**src/rtl/audio_voice_scheduler.sv**
```systemverilog
// -----------------------------------------------------------------------------
// audio_voice_scheduler
//   Shares the single square-wave audio voice between NUM_REQ requesters.
//   Request pulses are latched as pending bits. The lowest pending index is
//   granted and its tone plays for the requested number of cycles. A silence
//   gap follows each completed note. A higher-priority request arriving during
//   a note abandons that note and takes the voice immediately.
//
// Ports
//   CLOCK_50          : system clock
//   reset             : synchronous, active-high
//   req               : per-requester 1-cycle request pulse (index 0 = highest)
//   req_half_period   : per-requester tone half period, slice i = [19i+18:19i]
//   req_duration      : per-requester note length in cycles, DUR_W bits each
//   audio_out_allowed : controller FIFO has space
//   left/right_audio_out : registered sample (+AMPLITUDE / -AMPLITUDE / 0)
//   write_audio_out   : sample write strobe
//   active_id         : granted requester, valid while busy
//   busy              : high in LOAD and PLAY
//   done              : 1-cycle pulse when a note completes normally
//
//   state | meaning
//   ------+-----------------------------------------------------------
//   IDLE  | voice free, waiting for any pending request
//   LOAD  | one cycle: grant lowest pending index, latch its parameters
//   PLAY  | tone output, duration counting down, preemption possible
//   GAP   | silence for GAP_CYCLES after a completed note
// -----------------------------------------------------------------------------
module audio_voice_scheduler #(
  parameter int          NUM_REQ    = 4,
  parameter logic [31:0] AMPLITUDE  = 32'd10000000,
  parameter int          DUR_W      = 26,
  parameter int          GAP_CYCLES = 500000,
  localparam int         ID_W       = (NUM_REQ > 1) ? $clog2(NUM_REQ) : 1
) (
  input  logic                     CLOCK_50,
  input  logic                     reset,
  input  logic [NUM_REQ-1:0]       req,
  input  logic [NUM_REQ*19-1:0]    req_half_period,
  input  logic [NUM_REQ*DUR_W-1:0] req_duration,
  input  logic                     audio_out_allowed,
  output logic [31:0]              left_audio_out,
  output logic [31:0]              right_audio_out,
  output logic                     write_audio_out,
  output logic [ID_W-1:0]          active_id,
  output logic                     busy,
  output logic [NUM_REQ-1:0]       done
);

  localparam int              GAP_W    = (GAP_CYCLES > 1) ? $clog2(GAP_CYCLES) : 1;
  localparam logic [GAP_W-1:0] GAP_LOAD = GAP_W'(GAP_CYCLES - 1);

  typedef enum logic [1:0] {S_IDLE, S_LOAD, S_PLAY, S_GAP} state_t;

  state_t             r_state;
  logic [NUM_REQ-1:0] r_pending;
  logic [ID_W-1:0]    r_active_id;
  logic [18:0]        r_half_period;
  logic [18:0]        r_hp_cnt;
  logic [DUR_W-1:0]   r_dur_cnt;
  logic               r_phase;
  logic [GAP_W-1:0]   r_gap_cnt;
  logic [31:0]        r_sample;

  state_t             w_state_nxt;
  logic [NUM_REQ-1:0] w_pending_nxt;
  logic [ID_W-1:0]    w_active_nxt;
  logic [18:0]        w_hp_per_nxt;
  logic [18:0]        w_hp_cnt_nxt;
  logic [DUR_W-1:0]   w_dur_nxt;
  logic               w_phase_nxt;
  logic [GAP_W-1:0]   w_gap_nxt;
  logic [NUM_REQ-1:0] w_done;
  logic [31:0]        w_sample_nxt;

  logic [ID_W-1:0]    w_grant;
  logic [18:0]        w_grant_hp;
  logic [DUR_W-1:0]   w_grant_dur;
  logic               w_preempt;

  // Lowest pending index wins; scanning downward lets the last hit be the lowest.
  always_comb begin
    w_grant     = '0;
    w_grant_hp  = '0;
    w_grant_dur = '0;
    for (int i = NUM_REQ - 1; i >= 0; i--) begin
      if (r_pending[i]) begin
        w_grant     = ID_W'(i);
        w_grant_hp  = req_half_period[19*i +: 19];
        w_grant_dur = req_duration[DUR_W*i +: DUR_W];
      end
    end
  end

  always_comb begin
    w_preempt = 1'b0;
    for (int i = 0; i < NUM_REQ; i++) begin
      if (r_pending[i] && (ID_W'(i) < r_active_id)) w_preempt = 1'b1;
    end
  end

  always_ff @(posedge CLOCK_50) begin
    if (reset) begin
      r_state       <= S_IDLE;
      r_pending     <= '0;
      r_active_id   <= '0;
      r_half_period <= '0;
      r_hp_cnt      <= '0;
      r_dur_cnt     <= '0;
      r_phase       <= 1'b1;
      r_gap_cnt     <= '0;
      r_sample      <= '0;
    end else begin
      r_state       <= w_state_nxt;
      r_pending     <= w_pending_nxt;
      r_active_id   <= w_active_nxt;
      r_half_period <= w_hp_per_nxt;
      r_hp_cnt      <= w_hp_cnt_nxt;
      r_dur_cnt     <= w_dur_nxt;
      r_phase       <= w_phase_nxt;
      r_gap_cnt     <= w_gap_nxt;
      r_sample      <= w_sample_nxt;
    end
  end

  always_comb begin
    w_state_nxt   = r_state;
    w_pending_nxt = r_pending | req;
    w_active_nxt  = r_active_id;
    w_hp_per_nxt  = r_half_period;
    w_hp_cnt_nxt  = r_hp_cnt;
    w_dur_nxt     = r_dur_cnt;
    w_phase_nxt   = r_phase;
    w_gap_nxt     = r_gap_cnt;
    w_done        = '0;

    case (r_state)
      S_IDLE: begin
        if (|r_pending) w_state_nxt = S_LOAD;
      end

      S_LOAD: begin
        w_active_nxt           = w_grant;
        w_pending_nxt[w_grant] = 1'b0;
        w_hp_per_nxt           = w_grant_hp;
        w_hp_cnt_nxt           = '0;
        w_phase_nxt            = 1'b1;
        w_dur_nxt              = w_grant_dur;
        if (w_grant_dur == '0) begin
          w_done[w_grant] = 1'b1;
          w_state_nxt     = S_GAP;
          w_gap_nxt       = GAP_LOAD;
        end else begin
          w_state_nxt = S_PLAY;
        end
      end

      S_PLAY: begin
        if (r_hp_cnt == r_half_period) begin
          w_hp_cnt_nxt = '0;
          w_phase_nxt  = ~r_phase;
        end else begin
          w_hp_cnt_nxt = r_hp_cnt + 19'd1;
        end
        if (r_dur_cnt > DUR_W'(1)) w_dur_nxt = r_dur_cnt - DUR_W'(1);
        // A note on its final cycle completes even if a preemptor is waiting.
        if (r_dur_cnt == DUR_W'(1)) begin
          w_done[r_active_id] = 1'b1;
          w_state_nxt         = S_GAP;
          w_gap_nxt           = GAP_LOAD;
        end else if (w_preempt) begin
          w_pending_nxt[r_active_id] = 1'b0;
          w_state_nxt                = S_LOAD;
        end
      end

      S_GAP: begin
        if (r_gap_cnt == '0) w_state_nxt = S_IDLE;
        else                 w_gap_nxt   = r_gap_cnt - GAP_W'(1);
      end

      default: w_state_nxt = S_IDLE;
    endcase
  end

  // The sample register is loaded from next-state values so the sample lines
  // up with the PLAY cycle it belongs to.
  always_comb begin
    w_sample_nxt = '0;
    if (w_state_nxt == S_PLAY && w_hp_per_nxt != '0)
      w_sample_nxt = w_phase_nxt ? AMPLITUDE : -AMPLITUDE;
  end

  assign left_audio_out  = r_sample;
  assign right_audio_out = r_sample;
  assign write_audio_out = audio_out_allowed && !reset;
  assign busy            = (r_state == S_LOAD) || (r_state == S_PLAY);
  assign active_id       = (r_state == S_LOAD) ? w_grant : r_active_id;
  assign done            = w_done & {NUM_REQ{~reset}};

endmodule

```
**config.mk**
```make
export PLATFORM = sky130hd
export DESIGN_NAME = audio_voice_scheduler
export DESIGN_NICKNAME = d
export VERILOG_FILES = /design/src/rtl/audio_voice_scheduler.sv
export SDC_FILE = /design/constraint.sdc
export NUM_CORES = 1
export LEC_CHECK = 0
export CORE_ASPECT_RATIO = 0.9
export CORE_MARGIN = 3
export CORE_UTILIZATION = 45
export DETAILED_ROUTE_END_ITERATION = 10
export MAX_ROUTING_LAYER = met4
export PLACE_DENSITY = 0.78
export SLEW_MARGIN = 20
export SYNTH_ARGS = -nofsm -noshare
export SYNTH_HDL_FRONTEND = slang
export SYNTH_SLANG_ARGS = --single-unit
```
**constraint.sdc**
```tcl
create_clock -name CLOCK_50 -period 5.8 [get_ports CLOCK_50]
set_input_delay 0.87 -clock CLOCK_50 [delete_from_list [all_inputs] [get_ports CLOCK_50]]
set_output_delay 0.87 -clock CLOCK_50 [all_outputs]
set_load 0.01 [all_outputs]
```
== Word level (Yosys, flattened, before mapping) ==
Index checks and enable logic that the tools add are counted.

* Word-level logic and storage cells: 105
* Register bits: 124
* Bits in read-only memories: 0
* Memories: 0
* RAM bits: 0
* Input port bits: 187
* Bits in latches: 0

* Bitwise gates (word level): 9
* Multiplexer cells: 45
* Magnitude comparators: 9
* $mul: 0
* Reductions and logical operators: 20
* Add/sub/neg operators: 3
* Eq/ne operators: 10
* Shift-type cells: 0
* Div/mod/pow operators: 0

{| class="wikitable"
|+ Operators by type and width
! kind !! number
|-
| 19-bit two-way mux || 9
|-
| 26-bit two-way mux || 5
|-
| 19-bit one-hot mux with 3 select lines || 1
|-
| 26-bit one-hot mux with 2 select lines || 1
|-
| 19-bit one-hot mux with 2 select lines || 1
|-
| 32-bit two-way mux || 1
|-
| 26-bit by 1-bit equality test with 1-bit output (second input constant) || 1
|-
| 26-bit by 1-bit > comparator with 1-bit output (second input constant) || 1
|-
| 26-bit logical NOT || 1
|-
| 26-bit by 1-bit subtractor with 26-bit output (second input constant) || 1
|-
| 19-bit by 1-bit adder with 19-bit output (second input constant) || 1
|-
| 19-bit equality test || 1
|-
| 19-bit logical NOT || 1
|-
| 19-bit nonzero test || 1
|-
| 19-bit by 1-bit subtractor with 19-bit output (second input constant) || 1
|-
| 2-bit two-way mux || 9
|-
| 4-bit two-way mux || 4
|-
| 4-bit one-hot mux with 2 select lines || 2
|-
| 4-bit AND || 3
|-
| 1-bit logical AND || 8
|-
| 1-bit two-way mux || 8
|-
| 2-bit inequality test (second input constant) || 4
|-
| 4-bit inverter || 2
|-
| 2-bit one-hot mux with 4 select lines || 1
|-
| other kinds (19) || 28
|}

== Longest topological paths before layout ==
* Depth after elaboration: 13
* Depth in mapped cells: 11

== Worst setup path before layout ==
OpenSTA, ideal clock, no wires.

* Kind: in2out
* Start point: in req_duration[56]
* End point: out done[1]
* Path slack: 2.444 ns
* Stages on the path: 7
* Arrival time: 2.486 ns
* Cell sequence: a221oi_1 > o22ai_1 > nor4_2 > nand4_2 > buf_6 > o32a_1 > nor2_1

* Longest elaborated chain between the ends: 7

{| class="wikitable"
|+ RTL lines
! element !! RTL line !! source
|-
| start: declaration || 40 || <nowiki>input logic [NUM_REQ*DUR_W-1:0] req_duration,</nowiki>
|-
| 26-bit two-way mux (3 in a row) || 87 || <nowiki>if (r_pending[i]) begin</nowiki>
|-
| 26-bit logical NOT || 149 || <nowiki>if (w_grant_dur == '0) begin</nowiki>
|-
| 4-bit two-way mux || 149 ||
|-
| 4-bit one-hot mux with 2 select lines || 137 || <nowiki>case (r_state)</nowiki>
|-
| 4-bit AND || 199 || <nowiki>assign done = w_done & {NUM_REQ{~reset}};</nowiki>
|-
| end: declaration || 47 || <nowiki>output logic [NUM_REQ-1:0] done</nowiki>
|}

No other way between the ends.

== Worst setup path after layout ==
* Start point: reg r_pending[0]
* End point: out done[0]

* Longest elaborated chain between the ends: 8

{| class="wikitable"
|+ RTL lines
! element !! RTL line !! source
|-
| start: declaration || 56 || <nowiki>logic [NUM_REQ-1:0] r_pending;</nowiki>
|-
| start signal: assignment || 115 || <nowiki>r_pending <= w_pending_nxt;</nowiki>
|-
| 2-bit two-way mux || 87 ||
|-
| 2-bit by 3-bit < comparator with 1-bit output (not written as such) / 2-bit by 1-bit >= comparator with 1-bit output (equally long branches) || 150 || <nowiki>w_done[w_grant] = 1'b1;</nowiki>
|-
| 1-bit logical AND (not written as such) || 150 ||
|-
| 1-bit two-way mux (not written as such) || 150 ||
|-
| 1-bit demux with 2-bit select || 150 ||
|-
| 4-bit two-way mux (*) || 149 ||
|-
| 4-bit one-hot mux with 2 select lines (*) || 137 ||
|-
| 4-bit AND (*) || 199 ||
|}

Mark *: on every way between the ends. The rest lies on a longest branch, timed or not.

==> flow_summary.toml <==
[worst_hold_path]
hold_path_end = "r_gap_cnt[12]$_SDFFE_PP0P_"
holdCritPathClass = "reg -> reg"
hp-start = "r_gap_cnt[12]$_SDFFE_PP0P_"
hold_depth = 2

[global_route]
grt_max_degree = 81
antenna_found_initial = 0
grt_pass1_vias = 7219
grt_pass1_wl_um = 38200
overflow = 0
grt_util_all_layers_pct = 27.0

[clock_network]
path_clk_slew_ns = 0.07
cts_buffers = 9
htreeDepth = 3
postCtsSetupBuffers = 0
cts_tree = "yes"
cts_resized = 0
clockBufferDepth = 2
cts_sinks = 95
cts-hold-fix-buffers = 0
clk_latency_ns = 0.34
cts_root_buffer = "clkbuf_16"

[timing]
tightestPinTransition_ns = 1.00
rsz0062_at_grt = "no"
fmax_ghz = 0.192
fin_skew_ns = 0.00831
fin_crit_sh_pct = 90.0
finalSetupTns_ns = 0
setup_viol = 0
period_needed_ns = 5.22
finalMaxSlewViolations = 0
maxSlewHeadroom_pct = 33.0
finalHoldViolCount = 0

[critical_path]
cp-end-kind = "output pin"
rr_endpoint = "left_audio_out[23]$_SDFF_PP0_"
critical_path_class = "reg -> out"
crit_top_cell = "buf_4"
cp_cell_sequence = "or2_1 > buf_4 > a221oi_1 > o22ai_1 > nor4_2 > and4_1 > buf_4 > a31oi_1 > nor2_1 > clkdlybuf4s50_1"
rrSetupSlack_ns = 1.83
reg2reg_depth = 9
rr_startpoint = "r_pending[0]$_SDFF_PP0_"
path_max_fanout = 21
startpoint_type = "register"
cp.arrival_ns = 4.35
max_stage_delay_ns = 0.63
crit_start = "r_pending[0]$_SDFF_PP0_"
slowest_stage = "or2_1"
critPathRequiredTime_ns = 4.93

[yosys]
synthDistinctLibCells = 76
yosys.area_share.simple_pct = 23.7
avgSynthCellArea_um2 = 7.56
yosys-mux-area-fraction_pct = 0.590
synth-compound-area-share_pct = 32.6
synthAdderAreaFrac_pct = 1.56
dominantRegCellSynth = "dfxtp_1"
yosysSeqAreaShare_pct = 26.4
synth_top_family_by_area = "compound AO/OA/AOI/OAI gates"
synth_warnings = 0
synth_area_um2 = 7210
ys_ff_latch = 95
synth_xor_area_share_pct = 2.31
async_flop_share_pct = 0
synthCells = 953
synth-edff-count = 0

[floorplanning]
dieArea_um2 = 17600
die_w_um = 139
die_h_um = 126
start_util_pct = 46.4
pin_count = 259
rows = 43
design.core.area_um2 = 15500

[finish]
final_cell_mix = "243 x clkdlybuf4s50_1, 94 x dfxtp_1, 88 x nor2_1, 82 x nand2_1, 62 x a21oi_1"
synthToLayoutAreaGrowth_pct = 33.1
final_common_cell = "clkdlybuf4s50_1"
drive_gt1_share_pct = 6.98
diodes = 0
fin_area_um2 = 9600
fin_nets = 1294

[power_and_ir_drop]
p_leak_uw = 0.00337
powerDensity_nw_per_um2 = 510
p_total_uw = 4900
peakVddDrop_uv = 245

[route]
routed_wl_um = 24800
wire_per_inst_um = 19.0
ant_nets = 0
vias = 8180
firstDrtPassIters = 6
viasPerCell = 6.27
drtIter0Drc = 990
drcViolationCount = 0

[run]
cap_violations = 0

[place]
place.gp.congestion = 1.02
dp_hpwl_um = 18000
placed_cell_area_um2 = 9230
port_buffers = 244

[outcome]
status = "finished clean"
[how the worst max path moves through the flow]
stage	cells past startpoint	to	slack, ns
final	10	done[0]	0.58
after detailed placement	10	done[1]	1.05
after global routing	10	done[1]	0.43
after CTS	10	done[1]	0.66
after global placement	10	done[1]	1.02
after floorplan	7	done[1]	2.44
[routing by layer]
layer / up-vias / part of all wire, % / global-route usage, %
met5: - / 0 / -
met4: 0 / 2.2 / 7.42
met3: 41 / 9.0 / 5.69
met2: 427 / 44 / 39.9
met1: 3865 / 44 / 37.4
li1: 3847 / - / -
[where the power goes]
group	internal, µW	switching (µW)	total, µW	leakage, µW
Sequential	836	259	1090	0.000776
Clock	414	264	678	0.000165
Combinational	1250	1870	3120	0.00243
Total	2500	2390	4900	0.00337
[cells in the mapped netlist, types with 6 or more instances]
cell	n	share of area (%)
a21oi_1	62	4.3
a221o_1	6	0.83
and3_1	8	0.69
nand3b_1	7	0.73
nor3b_1	9	0.94
xor2_1	16	1.9
nor3_1	33	2.3
nand2_1	82	4.3
and2_1	7	0.61
nor4_1	19	1.6
dfxtp_1	95	26
buf_6	9	1.4
or3_1	8	0.69
buf_4	62	6.5
o22ai_1	48	4.2
a31oi_1	10	0.87
clkbuf_1	50	2.6
ha_1	9	1.6
nor2_1	88	4.6
nand4_1	17	1.5
o31a_1	17	2.1
o221a_2	11	1.7
o21ai_0	54	3.7
a211oi_1	12	1.2
a221oi_1	46	5.6
a311oi_1	10	1.2
inv_1	21	1.1
buf_2	13	0.90
nand3_1	16	1.1
a22oi_1	9	0.94
[flip-flops by register name, summed over array words and instances, names as in the netlist]
name            flops
r_dur_cnt          26
r_half_period      19
r_active_id         2
r_hp_cnt           19
r_gap_cnt          19
left_audio_out      3
r_pending           4
r_phase             1
r_state             2
[worst max-delay path, delay by kind of cell (launching register included)]
kind	cells	cell delay, ns
AOI/OAI and AO/OA	3	0.73
buffers and inverters	3	1.18
DFF	1	0.55
and+or+nand+nor	4	1.51
[area by class of cell]
cell class / count / area (µm²)
clock buffers: 12 / 267
clock inverters: 4 / 76.3
fillers: 1414 / 5950
inverters: 24 / 90.1
multi-input cells: 709 / 4440
flip-flops and latches: 95 / 1900
well taps: 202 / 253
repair buffers: 259 / 2560
[cells by family after synthesis]
group,Yosys count
mux,4
buf+inv,162
simple gates,333
fa+ha+maj,9
compound gates,330
flops,95
other cells,1
xor+xnor,19
[per-stage QoR]
stage                     setup slack (ns)  hold slack [ns]  utilization, %  std cells
after floorplan                       2.44            0.437               -        966
after global placement                1.02            0.450            59.4       1288
after detailed placement              1.05            0.473            59.4       1288
after CTS                            0.656            0.482            61.6       1304
after global routing                 0.433            0.483            61.7       1305
final                                0.581            0.477            61.7       1305
Power figures use the tool's default switching activity.
